**config.mk**
```make
export PLATFORM = sky130hd
export DESIGN_NAME = mc_ctrl_unit_flat
export DESIGN_NICKNAME = d
export VERILOG_FILES = /design/src/rtl/mc_ctrl_pkg.sv /design/src/rtl/mc_ctrl_unit_if.sv /design/src/rtl/mc_alu_dec.sv /design/src/rtl/mc_ctrl_unit.sv /design/src/flat_wrapper.sv
export SDC_FILE = /design/constraint.sdc
export NUM_CORES = 1
export LEC_CHECK = 0
export ABC_CLOCK_PERIOD_IN_PS = 3200
export CAP_MARGIN = 10
export CORE_ASPECT_RATIO = 0.9
export CORE_MARGIN = 8
export CORE_UTILIZATION = 55
export CTS_CLUSTER_SIZE = 24
export DETAILED_ROUTE_END_ITERATION = 12
export DONT_BUFFER_PORTS = 1
export GPL_TIMING_DRIVEN = 0
export PLACE_DENSITY = 0.7
export SETUP_SLACK_MARGIN = 0.02
export SYNTH_ARGS = -nofsm -noshare
export SYNTH_HDL_FRONTEND = slang
export SYNTH_HIERARCHICAL = 1
export SYNTH_SLANG_ARGS = --single-unit
```
**constraint.sdc**
```tcl
create_clock -name clk -period 3.2 [get_ports clk]
set_input_delay 0.16 -clock clk [delete_from_list [all_inputs] [get_ports clk]]
set_output_delay 0.16 -clock clk [all_outputs]
set_load 0.05 [all_outputs]
```
**src/rtl/mc_ctrl_pkg.sv**
```systemverilog
// mc_ctrl_pkg: state encodings, opcode/funct constants, ALU codes and ID decode for mc_ctrl_unit.
package mc_ctrl_pkg;
  typedef enum logic [3:0] {
    S_IF = 4'd0, S_ID = 4'd1, S_MEM_ADDR = 4'd2, S_MEM_RD = 4'd3, S_WB_LW = 4'd4,
    S_MEM_WR = 4'd5, S_EX_R = 4'd6, S_WB_R = 4'd7, S_BR = 4'd8, S_JMP = 4'd9,
    S_EX_I = 4'd10, S_WB_I = 4'd11, S_INT_ENTRY = 4'd12, S_ERR = 4'd13
  } state_t;
  typedef enum logic [1:0] {AC_ADD, AC_SUB, AC_FUNCT, AC_IMM} alu_cls_t;
  localparam logic [5:0] OP_R = 6'b000000, OP_LW = 6'b100011, OP_SW = 6'b101011;
  localparam logic [5:0] OP_BEQ = 6'b000100, OP_BNE = 6'b000101, OP_J = 6'b000010;
  localparam logic [5:0] OP_ADDI = 6'b001000, OP_ORI = 6'b001101, OP_SLTI = 6'b001010;
  localparam logic [5:0] OP_ERET = 6'b010000;
  localparam logic [5:0] FN_ADD = 6'b100000, FN_SUB = 6'b100010, FN_AND = 6'b100100;
  localparam logic [5:0] FN_OR = 6'b100101, FN_SLT = 6'b101010, FN_NOR = 6'b100111;
  localparam logic [5:0] FN_ERET = 6'b011000;
  localparam logic [2:0] ALU_AND = 3'b000, ALU_OR = 3'b001, ALU_ADD = 3'b010;
  localparam logic [2:0] ALU_NOR = 3'b100, ALU_SUB = 3'b110, ALU_SLT = 3'b111;
  // S_IF as a result means the opcode is illegal
  function automatic state_t decode(input logic [5:0] op, input logic [5:0] fn, input bit int_en);
    return op == OP_R ? S_EX_R :
           (op == OP_LW || op == OP_SW) ? S_MEM_ADDR :
           (op == OP_BEQ || op == OP_BNE) ? S_BR :
           (op == OP_J || (int_en && op == OP_ERET && fn == FN_ERET)) ? S_JMP :
           (op == OP_ADDI || op == OP_ORI || op == OP_SLTI) ? S_EX_I : S_IF;
  endfunction
endpackage

```
**src/rtl/mc_ctrl_unit_if.sv**
```systemverilog
// mc_ctrl_unit_if: instruction/status inputs and control outputs between controller and datapath.
interface mc_ctrl_unit_if #(parameter int STATE_W = 5);
  logic [5:0] opcode, funct;
  logic zero, MIO_ready, INT;
  logic PCWrite, PCWriteCond, IorD, MemRead, mem_w, IRWrite, RegDst, MemtoReg, RegWrite;
  logic ALUSrcA, CPU_MIO, EPCWrite, illegal_op, mem_timeout;
  logic [1:0] ALUSrcB, PCSource;
  logic [2:0] ALU_Control;
  logic [STATE_W-1:0] state;
  modport master(
    input opcode, funct, zero, MIO_ready, INT,
    output PCWrite, PCWriteCond, IorD, MemRead, mem_w, IRWrite, RegDst, MemtoReg, RegWrite,
    output ALUSrcA, CPU_MIO, EPCWrite, illegal_op, mem_timeout, ALUSrcB, PCSource, ALU_Control, state
  );
  modport slave(
    output opcode, funct, zero, MIO_ready, INT,
    input PCWrite, PCWriteCond, IorD, MemRead, mem_w, IRWrite, RegDst, MemtoReg, RegWrite,
    input ALUSrcA, CPU_MIO, EPCWrite, illegal_op, mem_timeout, ALUSrcB, PCSource, ALU_Control, state
  );
endinterface

```
**src/rtl/mc_alu_dec.sv**
```systemverilog
// mc_alu_dec: combinational ALU_Control from state class, opcode and funct.
module mc_alu_dec
  import mc_ctrl_pkg::*;
(
  input  alu_cls_t   cls,
  input  logic [5:0] opcode,
  input  logic [5:0] funct,
  output logic [2:0] alu_ctrl
);
  logic [2:0] fn_alu, imm_alu;
  always_comb begin
    fn_alu = funct == FN_SUB ? ALU_SUB : funct == FN_AND ? ALU_AND : funct == FN_OR ? ALU_OR :
             funct == FN_SLT ? ALU_SLT : funct == FN_NOR ? ALU_NOR : ALU_ADD;
    imm_alu = opcode == OP_ORI ? ALU_OR : opcode == OP_SLTI ? ALU_SLT : ALU_ADD;
    alu_ctrl = cls == AC_SUB ? ALU_SUB : cls == AC_FUNCT ? fn_alu : cls == AC_IMM ? imm_alu : ALU_ADD;
  end
endmodule

```
**src/rtl/mc_ctrl_unit.sv**
```systemverilog
// mc_ctrl_unit: multicycle MIPS control FSM with memory-wait timeout.
// Define MCTRL_INT_EN to enable interrupt entry and eret.
module mc_ctrl_unit
  import mc_ctrl_pkg::*;
#(
  parameter int         STATE_W     = 5,
  parameter int         TIMEOUT_W   = 8,
  parameter logic [1:0] INT_VEC_SEL = 2'b11
) (
  input logic clk,
  input logic reset,
  mc_ctrl_unit_if.master bus
);
`ifdef MCTRL_INT_EN
  localparam bit INT_EN = 1'b1;
`else
  localparam bit INT_EN = 1'b0;
`endif
  state_t cur, nxt, id_nxt, fin;
  alu_cls_t cls;
  logic [TIMEOUT_W-1:0] cnt;
  logic mask, wait_st, tmo, eret, taken;
  assign id_nxt  = decode(bus.opcode, bus.funct, INT_EN);
  assign eret    = INT_EN && bus.opcode == OP_ERET && bus.funct == FN_ERET;
  assign wait_st = cur == S_IF || cur == S_MEM_RD || cur == S_MEM_WR;
  // this wait cycle is the one that brings the count to 2^TIMEOUT_W-1
  assign tmo     = wait_st && !bus.MIO_ready && cnt == ~TIMEOUT_W'(1);
  assign fin     = INT_EN && bus.INT && !mask ? S_INT_ENTRY : S_IF;
  assign taken   = bus.opcode == OP_BNE ? !bus.zero : bus.zero;
  always_ff @(posedge clk)
    if (!reset) cur <= S_IF;
    else cur <= nxt;
  always_ff @(posedge clk)
    if (!reset) begin
      cnt  <= '0;
      mask <= 1'b0;
    end else begin
      cnt  <= nxt != cur ? '0 : wait_st && !bus.MIO_ready ? cnt + TIMEOUT_W'(1) : cnt;
      mask <= cur == S_INT_ENTRY ? 1'b1 : cur == S_JMP && eret ? 1'b0 : mask;
    end
  always_comb begin
    nxt = cur;
    case (cur)
      S_IF:        nxt = tmo ? S_ERR : bus.MIO_ready ? S_ID : S_IF;
      S_ID:        nxt = id_nxt;
      S_MEM_ADDR:  nxt = bus.opcode == OP_SW ? S_MEM_WR : S_MEM_RD;
      S_MEM_RD:    nxt = tmo ? S_ERR : bus.MIO_ready ? S_WB_LW : S_MEM_RD;
      S_MEM_WR:    nxt = tmo ? S_ERR : bus.MIO_ready ? fin : S_MEM_WR;
      S_EX_R:      nxt = S_WB_R;
      S_EX_I:      nxt = S_WB_I;
      S_WB_LW, S_WB_R, S_WB_I, S_BR, S_JMP: nxt = fin;
      S_ERR:       nxt = S_ERR;
      default:     nxt = S_IF;
    endcase
  end
  always_comb begin
    {bus.PCWrite, bus.PCWriteCond, bus.IorD, bus.MemRead, bus.mem_w, bus.IRWrite, bus.RegDst,
     bus.MemtoReg, bus.RegWrite, bus.ALUSrcA, bus.CPU_MIO, bus.EPCWrite, bus.mem_timeout} = '0;
    bus.ALUSrcB  = 2'b00;
    bus.PCSource = 2'b00;
    cls          = AC_ADD;
    case (cur)
      S_IF:        begin bus.CPU_MIO = 1'b1; bus.MemRead = 1'b1; bus.ALUSrcB = 2'b01; bus.IRWrite = bus.MIO_ready; bus.PCWrite = bus.MIO_ready; end
      S_ID:        bus.ALUSrcB = 2'b11;
      S_MEM_ADDR:  begin bus.ALUSrcA = 1'b1; bus.ALUSrcB = 2'b10; end
      S_MEM_RD:    begin bus.CPU_MIO = 1'b1; bus.MemRead = 1'b1; bus.IorD = 1'b1; end
      S_WB_LW:     begin bus.RegWrite = 1'b1; bus.MemtoReg = 1'b1; end
      S_MEM_WR:    begin bus.CPU_MIO = 1'b1; bus.IorD = 1'b1; bus.mem_w = bus.MIO_ready && reset; end
      S_EX_R:      begin bus.ALUSrcA = 1'b1; cls = AC_FUNCT; end
      S_WB_R:      begin bus.RegWrite = 1'b1; bus.RegDst = 1'b1; end
      S_BR:        begin bus.ALUSrcA = 1'b1; bus.PCWriteCond = taken; bus.PCSource = 2'b01; cls = AC_SUB; end
      S_JMP:       begin bus.PCWrite = 1'b1; bus.PCSource = eret ? INT_VEC_SEL ^ 2'b01 : 2'b10; end
      S_EX_I:      begin bus.ALUSrcA = 1'b1; bus.ALUSrcB = 2'b10; cls = AC_IMM; end
      S_WB_I:      bus.RegWrite = 1'b1;
      S_INT_ENTRY: begin bus.EPCWrite = INT_EN; bus.PCWrite = 1'b1; bus.PCSource = INT_VEC_SEL; end
      S_ERR:       bus.mem_timeout = 1'b1;
      default:     ;
    endcase
    bus.illegal_op = cur == S_ID && id_nxt == S_IF;
  end
  assign bus.state = STATE_W'(cur);
  mc_alu_dec u_alu_dec (.cls(cls), .opcode(bus.opcode), .funct(bus.funct), .alu_ctrl(bus.ALU_Control));
endmodule
```
**src/flat_wrapper.sv**
```systemverilog
// flat-port wrapper written by rule: the top's interface ports become plain ports
module mc_ctrl_unit_flat import mc_ctrl_pkg::*;
#(
  parameter int         STATE_W     = 5,
  parameter int         TIMEOUT_W   = 8,
  parameter logic [1:0] INT_VEC_SEL = 2'b11
)
  (clk, reset, bus_opcode, bus_funct, bus_zero, bus_MIO_ready, bus_INT, bus_PCWrite, bus_PCWriteCond, bus_IorD, bus_MemRead, bus_mem_w, bus_IRWrite, bus_RegDst, bus_MemtoReg, bus_RegWrite, bus_ALUSrcA, bus_CPU_MIO, bus_EPCWrite, bus_illegal_op, bus_mem_timeout, bus_ALUSrcB, bus_PCSource, bus_ALU_Control, bus_state);
  mc_ctrl_unit_if #(.STATE_W(STATE_W)) bus_i ();
  input logic clk;
  input logic reset;
  input wire logic [$bits(bus_i.opcode)-1:0] bus_opcode;
  input wire logic [$bits(bus_i.funct)-1:0] bus_funct;
  input wire logic [$bits(bus_i.zero)-1:0] bus_zero;
  input wire logic [$bits(bus_i.MIO_ready)-1:0] bus_MIO_ready;
  input wire logic [$bits(bus_i.INT)-1:0] bus_INT;
  output wire logic [$bits(bus_i.PCWrite)-1:0] bus_PCWrite;
  output wire logic [$bits(bus_i.PCWriteCond)-1:0] bus_PCWriteCond;
  output wire logic [$bits(bus_i.IorD)-1:0] bus_IorD;
  output wire logic [$bits(bus_i.MemRead)-1:0] bus_MemRead;
  output wire logic [$bits(bus_i.mem_w)-1:0] bus_mem_w;
  output wire logic [$bits(bus_i.IRWrite)-1:0] bus_IRWrite;
  output wire logic [$bits(bus_i.RegDst)-1:0] bus_RegDst;
  output wire logic [$bits(bus_i.MemtoReg)-1:0] bus_MemtoReg;
  output wire logic [$bits(bus_i.RegWrite)-1:0] bus_RegWrite;
  output wire logic [$bits(bus_i.ALUSrcA)-1:0] bus_ALUSrcA;
  output wire logic [$bits(bus_i.CPU_MIO)-1:0] bus_CPU_MIO;
  output wire logic [$bits(bus_i.EPCWrite)-1:0] bus_EPCWrite;
  output wire logic [$bits(bus_i.illegal_op)-1:0] bus_illegal_op;
  output wire logic [$bits(bus_i.mem_timeout)-1:0] bus_mem_timeout;
  output wire logic [$bits(bus_i.ALUSrcB)-1:0] bus_ALUSrcB;
  output wire logic [$bits(bus_i.PCSource)-1:0] bus_PCSource;
  output wire logic [$bits(bus_i.ALU_Control)-1:0] bus_ALU_Control;
  output wire logic [$bits(bus_i.state)-1:0] bus_state;
  assign bus_i.opcode = bus_opcode;
  assign bus_i.funct = bus_funct;
  assign bus_i.zero = bus_zero;
  assign bus_i.MIO_ready = bus_MIO_ready;
  assign bus_i.INT = bus_INT;
  assign bus_PCWrite = bus_i.PCWrite;
  assign bus_PCWriteCond = bus_i.PCWriteCond;
  assign bus_IorD = bus_i.IorD;
  assign bus_MemRead = bus_i.MemRead;
  assign bus_mem_w = bus_i.mem_w;
  assign bus_IRWrite = bus_i.IRWrite;
  assign bus_RegDst = bus_i.RegDst;
  assign bus_MemtoReg = bus_i.MemtoReg;
  assign bus_RegWrite = bus_i.RegWrite;
  assign bus_ALUSrcA = bus_i.ALUSrcA;
  assign bus_CPU_MIO = bus_i.CPU_MIO;
  assign bus_EPCWrite = bus_i.EPCWrite;
  assign bus_illegal_op = bus_i.illegal_op;
  assign bus_mem_timeout = bus_i.mem_timeout;
  assign bus_ALUSrcB = bus_i.ALUSrcB;
  assign bus_PCSource = bus_i.PCSource;
  assign bus_ALU_Control = bus_i.ALU_Control;
  assign bus_state = bus_i.state;
  mc_ctrl_unit #(.STATE_W(STATE_W), .TIMEOUT_W(TIMEOUT_W), .INT_VEC_SEL(INT_VEC_SEL)) u_core (.clk(clk), .reset(reset), .bus(bus_i));
endmodule
```
==> results of run 1 <==
==> power breakdown <==
group | internal, mW | total (mW) | leakage, nW | switching (mW)
clock network | 0.0693 | 0.124 | 0.0210 | 0.0542
logic | 0.0444 | 0.133 | 0.418 | 0.0886
registers | 0.152 | 0.162 | 0.0987 | 0.00947
total | 0.266 | 0.418 | 0.538 | 0.152
==> per-stage QoR <==
stage	cell area [um2]	hold WS [ns]	util	power [mW]	worst slack, ns
2_1_floorplan	1380	0.282	-	0.269	0.181
3_3_place_gp	1410	0.285	0.587	0.284	-0.143
3_5_place_dp	1480	0.285	0.615	0.293	-0.0931
4_1_cts	1550	0.00356	0.643	0.420	0.0327
5_1_grt	1570	0.0118	0.653	0.441	0.0285
6_report	1570	0.0281	0.653	0.418	0.164
==> per-layer routing <==
layer / wire, um / global-route usage / vias up
li1: - / - / 702
met2: 1950 / 0.286 / 67
met1: 1530 / 0.203 / 696
met3: 336 / 0.0495 / 10
met5: 0 / 0 / -
met4: 85 / 0.0870 / 0
==> cell usage after synthesis, drive strengths merged (2+ instances only) <==
master / number
nor2b: 3
o21a: 3
nor2: 15
or3b: 2
xnor2: 2
xor2: 7
o22ai: 2
nor3: 13
nand3: 7
a2111oi: 2
nand2: 15
and3: 2
o31ai: 3
ha: 2
nand4bb: 2
or2: 3
nand4: 6
o221ai: 2
o21ai: 6
and3b: 2
clkbuf: 3
o31a: 2
dfxtp: 12
nand3b: 2
and2: 6
nor4: 2
nand2b: 6
a311oi: 2
o32ai: 3
a32oi: 3
inv: 5
buf: 9
a21oi: 5
a21boi: 4
==> worst paths after layout <==
| path | start | endpoint | slack, ns |
|---|---|---|---|
| setup / recovery | u_core/cur[1] | bus_ALU_Control[0] | 0.16 |
| hold / removal | reset | u_core/cur[2] | 0.03 |
| setup reg to reg | u_core/cur[0] | u_core/cnt[1] | 0.59 |
| hold reg to reg | u_core/cnt[7] | u_core/cnt[7] | 0.52 |
==> registers in the layout (all words and copies together), names as in the netlist <==
register and flops:
u_core/cnt 8, u_core/cur 4
==> cell families after synthesis <==
family | count (synthesis)
buffers and inverters | 17
other | 1
flip-flops | 12
XOR/XNOR | 9
adder cells (fa/ha/maj) | 2
AO/OA/AOI/OAI | 46
AND/OR/NAND/NOR | 91
multiplexers | 1
==> what timing repair did <==
item,4_1_cts,5_1_grt
gates resized for setup,8,2
hold endpoints to repair,2,1
pin swaps,0,1
endpoints found under the setup margin,3,3
hold buffers,1,1
==> cell usage in the layout (no fill, tap or decap), types with 3 or more instances in the layout <==
| cell | count |
|---|---|
| nand2_1 | 15 |
| and2_1 | 5 |
| nand2b_1 | 6 |
| xor2_1 | 7 |
| nor2_1 | 15 |
| inv_1 | 5 |
| a21oi_1 | 5 |
| nand4_1 | 5 |
| nor3_1 | 13 |
| o21a_1 | 3 |
| dfxtp_1 | 9 |
| dfxtp_2 | 3 |
| clkbuf_4 | 3 |
| or2_2 | 3 |
| buf_2 | 4 |
| a21boi_0 | 3 |
| o21ai_0 | 6 |
| nand3_1 | 6 |
| buf_4 | 9 |
==> area by class of cell <==
type | instances | area share
buffer | 11 | 0.0415
clock buffer | 4 | 0.0231
inverter | 5 | 0.0120
multi-input combinational | 151 | 0.702
sequential | 12 | 0.156
tap | 28 | 0.0223
timing repair buffer | 9 | 0.0439
==> worst max-delay path, delay by kind of cell, from the launching register on <==
kind / cells / cell delay (ns)
compound gates: 2 / 0.73
simple gates: 2 / 0.70
buf+inv: 3 / 0.65
flops: 1 / 0.50
==> results_dict.tcl, run 1 <==
set metrics [dict create \
    placementRows 17 \
    slew_violations 0 \
    rsz0062_at_grt "no" \
    crit_type "reg -> out" \
    io_buffers 0 \
    gp_congestion 0.915 \
    antenna_found_initial 0 \
    clock_latency_ns 0.28 \
    worst_pin_slew_ns 1.18 \
    status "finished, final reports clean" \
    grt_max_degree 11 \
    first_pass_iters 4 \
    clock-sinks 12 \
    ys_types 60 \
    fin_worst_skew_ns 0.00253 \
    cp_slowest_cell "dfxtp_2" \
    synth_warnings 6 \
    hold_violations 0 \
    max_cap_viol_count 0 \
    clockBufferDepth 2 \
    layout-drive-gt1-share 0.224 \
    relSlewSlack 0.207 \
    fmax_mhz 329 \
    overflow 0 \
    seq_area_frac_synth 0.176 \
    finalSetupTns_ns 0 \
    hpwlAfterDp_um 2970 \
    nFillCells 235 \
    cts_setup_buffers 0 \
    final.min_clock_period_ns 3.04 \
    place_inst 215 \
    core_um2 2400 \
    multi_input_area_um2 1100 \
    fin_cells 220 \
    yosys.area.top_type "dfxtp_1" \
    end_kind "output port" \
    cts_tree "yes" \
    ys_ff_latch 12 \
    synth.mux.area_fraction 0.0165 \
    p_leak_nw 0.538 \
    area_growth_pct 14.8 \
    synth.area.top_cells "dfxtp_1, nor3_1, xor2_1" \
    synth_top_area_share 0.176 \
    grt_pass1_vias 1397 \
    syn-cell-area_um2 1370 \
    synth_compound_area_frac 0.270 \
    synthSimpleGateAreaFrac 0.395 \
    postRouteAntennaNets 0 \
    cp.arrival_ns 2.88 \
    wl_um 3900 \
    numCtsBuffers 3 \
    dr.first_iter.drc_count 85 \
    cp_cell_sequence "buf_2, buf_2, nor2b_2, a21boi_1, inv_1, nor4b_4, o2bb2ai_2" \
    clk_pin_slew_ns 0.08 \
    synth_edf_count 0 \
    period_share 0.949 \
    synth_top_family_by_area "simple AND/OR/NAND/NOR gates" \
    crit_top_cell "buf_2" \
    async_flop_share 0 \
    vias 1475 \
    ios 43 \
    synth_flop_cell "dfxtp_1" \
    hold_depth 1 \
    root_buffer "clkbuf_4" \
    syn_inst 179 \
    synthAdderAreaFrac 0.0183 \
    grt_pass1_wl_um 6290 \
    fp.dieW_um 68.5 \
    power_density_nw_per_um2 267 \
    slowest_delay_ns 0.50 \
    cts.htree.levels 1 \
    crit_fanout 10 \
    ff2ff_path_depth 8 \
    start_kind "flop" \
    avgSynthCellArea_um2 7.63 \
    min_path_type "in -> reg" \
    antennaDiodeCount 0 \
    die_h_um 63.3 \
    ff_latch_area_um2 244 \
    critPathRequiredTime_ns 3.04 \
    synth_xor_area_frac 0.0577 \
    drt-wirelength-per-cell_um 17.7 \
    grtUsageTotal 0.177 \
    dieArea_um2 4340 \
    setup_viol 0 \
    start_util 0.568 \
    viasPerCell 6.70 \
    ir_worst_vdd_mv 0.344 \
    finalNetCount 212 \
    drc_errors 0 \
]
(Power assumes the default switching activity.)
==> inputs of run 2 (changes only) <==
--- a/config.mk
+++ b/config.mk
@@ -5,7 +5,7 @@
 export SDC_FILE = /design/constraint.sdc
 export NUM_CORES = 1
 export LEC_CHECK = 0
-export ABC_CLOCK_PERIOD_IN_PS = 3200
+export ABC_CLOCK_PERIOD_IN_PS = 3470
 export CAP_MARGIN = 10
 export CORE_ASPECT_RATIO = 0.9
 export CORE_MARGIN = 8
==> constraint.sdc (replaced) <==
create_clock -name clk -period 3.47 [get_ports clk]
set_input_delay 0.1735 -clock clk [delete_from_list [all_inputs] [get_ports clk]]
set_output_delay 0.1735 -clock clk [all_outputs]
set_load 0.05 [all_outputs]
==> run 2 against run 1 <==
  * Combinational power decreased by 9%
  * Via count grew 0.14%
  * Clock skew is 0.00085 ns lower
  * Sequential power is 8% lower
  * Final area fell by 2.3%
  * Clock-buffer cell count did not move
  * Non-clock buffer count is 1 lower
  * Clock power decreased by 9.7%
  * Largest cell class unchanged
  * Largest power group unchanged
==> results_dict.tcl, run 2 (synthesized netlist as in run 1, its figures left out) <==
set metrics [dict create \
    fin_worst_skew_ns 0.00169 \
    comb_power_share 0.317 \
    rsz0062_at_grt "no" \
    max_cap_viol_count 0 \
    grt_pass1_vias 1438 \
    hpwlAfterDp_um 3030 \
    slowest_delay_ns 0.64 \
    clk_pin_slew_ns 0.08 \
    dr_wl_met2_um 1910 \
    root_buffer "clkbuf_4" \
    clock_latency_ns 0.27 \
    place_inst 215 \
    critPathRequiredTime_ns 3.30 \
    drt-wirelength-per-cell_um 17.9 \
    io_buffers 0 \
    vias 1477 \
    largest_reg_flops 8 \
    place_area_um2 1480 \
    hold_violations 0 \
    fmax_mhz 302 \
    switching_share 0.364 \
    ios 43 \
    postRouteAntennaNets 0 \
    final.min_clock_period_ns 3.31 \
    p_seq_frac 0.390 \
    clock_power_share 0.293 \
    antenna_found_initial 0 \
    met1_length_um 1580 \
    setup_viol 0 \
    relSlewSlack 0.205 \
    ir_worst_vdd_mv 0.343 \
    cp_slowest_cell "dfxtp_1" \
    setup_ws_ns 0.157 \
    layout-drive-gt1-share 0.215 \
    status "finished, final reports clean" \
    switching_power_uw 139 \
    crit_fanout 10 \
    slew_violations 0 \
    p_leak_nw 0.522 \
    wl_um 3930 \
    intPower_uw 244 \
    period_share 0.955 \
    viasPerCell 6.74 \
    crit_top_cell "buf_2" \
    gp_congestion 0.895 \
    finalNetCount 211 \
    numCtsBuffers 3 \
    crit_type "reg -> out" \
    design_area_um2 1530 \
    mostFrequentLayoutCells "nor2_1, nand2_1, nor3_1" \
    multi_input_area_um2 1080 \
    fp.dieW_um 68.5 \
    top_register "u_core/cnt" \
    cp.arrival_ns 3.14 \
    core_um2 2400 \
    grt_pass1_wl_um 6580 \
    clockBufferDepth 2 \
    die_h_um 63.3 \
    antennaDiodeCount 0 \
    dieArea_um2 4340 \
    first_pass_iters 4 \
    cts_hold_buf 0 \
    nFillCells 230 \
    clock-sinks 12 \
    power_density_nw_per_um2 250 \
    area_growth_pct 12.2 \
    met3_length_um 398 \
    cts_tree "yes" \
    start_kind "flop" \
    grt_max_degree 11 \
    fin_util 0.638 \
    start_util 0.568 \
    place_ws_ns 0.212 \
    ff_latch_area_um2 241 \
    reg_top3 "u_core/cnt (8), u_core/cur (4)" \
    worst_pin_slew_ns 1.18 \
    drc_errors 0 \
    highest_layer "met4" \
    fin_hold_ws_ns 0.0145 \
    cts_setup_buffers 0 \
    min_path_type "in -> reg" \
    end_kind "output port" \
    overflow 0 \
    cp_cell_sequence "buf_2, buf_2, nor2b_2, a21boi_1, inv_1, nor4b_2, a31o_2" \
    cts.htree.levels 1 \
    fin_cells 219 \
    grtUsageTotal 0.183 \
    dr.first_iter.drc_count 173 \
    placementRows 17 \
]
[run 2: worst max-delay path: cells and delay by family (launching register included)]
family,cells,cell delay (ns)
simple gates,2,0.77
buf+inv,3,0.68
compound gates,2,0.78
flops,1,0.64
[run 2: cell type report]
cell class	instances	area share
multi-input cells	151	0.707
flip-flops and latches	12	0.158
plain buffers	12	0.0449
repair buffers	7	0.0318
clock buffers	4	0.0237
well taps	28	0.0229
inverters	5	0.0122
[run 2: per-stage QoR]
step / TNS, ns / power [mW]
after CTS: 0 / 0.383
after global placement: -0.286 / 0.261
after detailed placement: 0 / 0.272
after global routing: 0 / 0.404
final: 0 / 0.383
after floorplan: 0 / 0.247
[run 2: routing by layer]
layer	GRT usage	up-vias
met2	0.295	71
met4	0.0537	0
met5	0	-
met1	0.229	698
li1	-	700
met3	0.0459	8
[run 2: final timing paths]
path              depth (start not counted)          start  slack, ns                 end
setup reg to reg                          9  u_core/cur[1]       0.65       u_core/cnt[1]
hold / removal                            1          reset       0.01       u_core/cur[0]
hold reg to reg                           2  u_core/cnt[7]       0.52       u_core/cnt[7]
setup / recovery                          7  u_core/cur[1]       0.16  bus_ALU_Control[2]
[run 2: power by group through the flow]
stage	clock network (mW)	logic [mW]	registers (mW)
after global placement	0	0.109	0.152
after floorplan	0	0.0961	0.151
after global routing	0.124	0.130	0.150
after CTS	0.114	0.120	0.149
after detailed placement	0	0.119	0.153
final	0.112	0.121	0.149
[run 2: what timing repair did]
action,CTS,global route
endpoints found under the setup margin,2,3
gates resized for setup,3,3
cloned,0,0
==> inputs of run 3 (changes only) <==
--- a/config.mk
+++ b/config.mk
@@ -7,7 +7,6 @@
 export LEC_CHECK = 0
 export ABC_CLOCK_PERIOD_IN_PS = 3470
 export CAP_MARGIN = 10
-export CORE_ASPECT_RATIO = 0.9
 export CORE_MARGIN = 8
 export CORE_UTILIZATION = 55
 export CTS_CLUSTER_SIZE = 24
==> run 3 against run 2 <==
  * Clock-buffer cell count unchanged
  * Non-clock buffer count stayed put
  * Routed wire length down 1.3%
  * First-iteration DRC count is 16% lower
  * Critical path depth stayed put
==> results_dict.tcl, run 3 (synthesized netlist as in run 1, its figures left out) <==
set metrics [dict create \
    status "finished, final reports clean" \
    grt_pass1_wl_um 6440 \
    multi_input_area_um2 1080 \
    fp.dieW_um 65.8 \
    crit_type "reg -> out" \
    cts_tree "yes" \
    cp_slowest_cell "a32oi_1" \
    mostFrequentLayoutCells "nor2_1, nand2_1, nor3_1" \
    overflow 0 \
    antenna_found_initial 0 \
    place_ws_ns 0.191 \
    dieArea_um2 4330 \
    place_area_um2 1480 \
    max_cap_viol_count 0 \
    ff_latch_area_um2 243 \
    design_power_total_uw 385 \
    end_kind "output port" \
    fin_worst_skew_ns 0.00987 \
    regToRegSetupSlack_ns 0.79 \
    ios 43 \
    gp_congestion 0.950 \
    fin_util 0.634 \
    finalSetupTns_ns 0 \
    antennaDiodeCount 0 \
    clock_latency_ns 0.28 \
    cp.arrival_ns 3.22 \
    largest_reg_flops 8 \
    clockBufferDepth 2 \
    fin_cells 221 \
    root_buffer "clkbuf_4" \
    power_density_nw_per_um2 252 \
    top_register "u_core/cnt" \
    p_leak_nw 0.511 \
    start_kind "flop" \
    setup_viol 0 \
    die_h_um 65.8 \
    postRouteAntennaNets 0 \
    nFillCells 201 \
    drc_errors 0 \
    fmax_mhz 295 \
    wl_um 3880 \
    slowest_delay_ns 0.93 \
    ir_worst_vdd_mv 0.268 \
    slew_violations 0 \
    clock-sinks 12 \
    drt-wirelength-per-cell_um 17.5 \
    first_pass_iters 4 \
    cts.htree.levels 1 \
    viasPerCell 6.61 \
    cp_cell_sequence "buf_6, clkbuf_1, inv_1, nand2_1, nor2_1, nor4bb_4, a32oi_1" \
    area_growth_pct 11.9 \
    hpwlAfterDp_um 2930 \
    critPathRequiredTime_ns 3.30 \
    grt_pass1_vias 1385 \
    worst_pin_slew_ns 1.18 \
    grt_max_degree 11 \
    start_util 0.567 \
    setup_ws_ns 0.0779 \
    cp_top_family "compound AO/OA/AOI/OAI gates" \
    rsz0062_at_grt "yes" \
    critPathBufInv 3 \
    place_inst 217 \
    design_area_um2 1530 \
    fin_hold_ws_ns 0.0182 \
    relSlewSlack 0.204 \
    layout-drive-gt1-share 0.215 \
    crit_fanout 10 \
    reg_top3 "u_core/cnt (8), u_core/cur (4)" \
    io_buffers 0 \
    dr.first_iter.drc_count 145 \
    period_share 0.978 \
    final.min_clock_period_ns 3.39 \
    vias 1461 \
    cts_setup_buffers 0 \
    min_path_type "in -> reg" \
    placementRows 18 \
    numCtsBuffers 3 \
    finalNetCount 211 \
    grtUsageTotal 0.183 \
    hold_violations 0 \
    core_um2 2410 \
    clk_pin_slew_ns 0.09 \
]
-- run 3: cell counts in the layout (fill, tap and decap cells not counted) --
Identical to the previous run, type by type.
-- run 3: path summary, 6_finish.rpt --
| kind | from | cells after the start | endpoint |
|---|---|---|---|
| worst min register to register | u_core/cnt[7] | 2 | u_core/cnt[7] |
| worst max register to register | u_core/cur[2] | 9 | u_core/cnt[1] |
| worst min-delay path | reset | 1 | u_core/cur[0] |
| worst max-delay path | u_core/cur[2] | 7 | bus_ALU_Control[1] |
-- run 3: timing repair --
action                                  in CTS  in global routing
hold buffers                                 0                  0
endpoints found under the setup margin       2                  3
gates resized for setup                      2                  3
pin swaps                                    0                  0
-- run 3: layer usage --
| metal | global-route usage | vias up | part of all wire |
|---|---|---|---|
| met5 | 0 | - | 0 |
| met4 | 0.0763 | 0 | 0.0064 |
| met3 | 0.0458 | 2 | 0.12 |
| met2 | 0.280 | 89 | 0.47 |
| met1 | 0.236 | 671 | 0.40 |
| li1 | - | 699 | - |
-- run 3: power by group --
group | switching [mW] | internal [mW]
sequential | 0.00872 | 0.141
clock | 0.0528 | 0.0638
combinational | 0.0796 | 0.0392
total | 0.141 | 0.244
-- run 3: worst register-to-register path, cell delays in order (launching register included) --
cell	delay, ns
dfxtp_1	0.67
buf_6	0.22
xor2_1	0.20
o31ai_2	0.08
buf_4	0.19
buf_1	0.11
a32oi_1	0.23
a41o_1	0.23
nand4_2	0.24
a2111oi_1	0.41
-- run 3: area by class of cell --
type	instances	area share
Buffer	12	0.0450
Clock buffer	4	0.0237
Inverter	5	0.0123
Multi-Input combinational cell	151	0.704
Sequential cell	12	0.159
Tap cell	30	0.0245
Timing Repair Buffer	7	0.0319
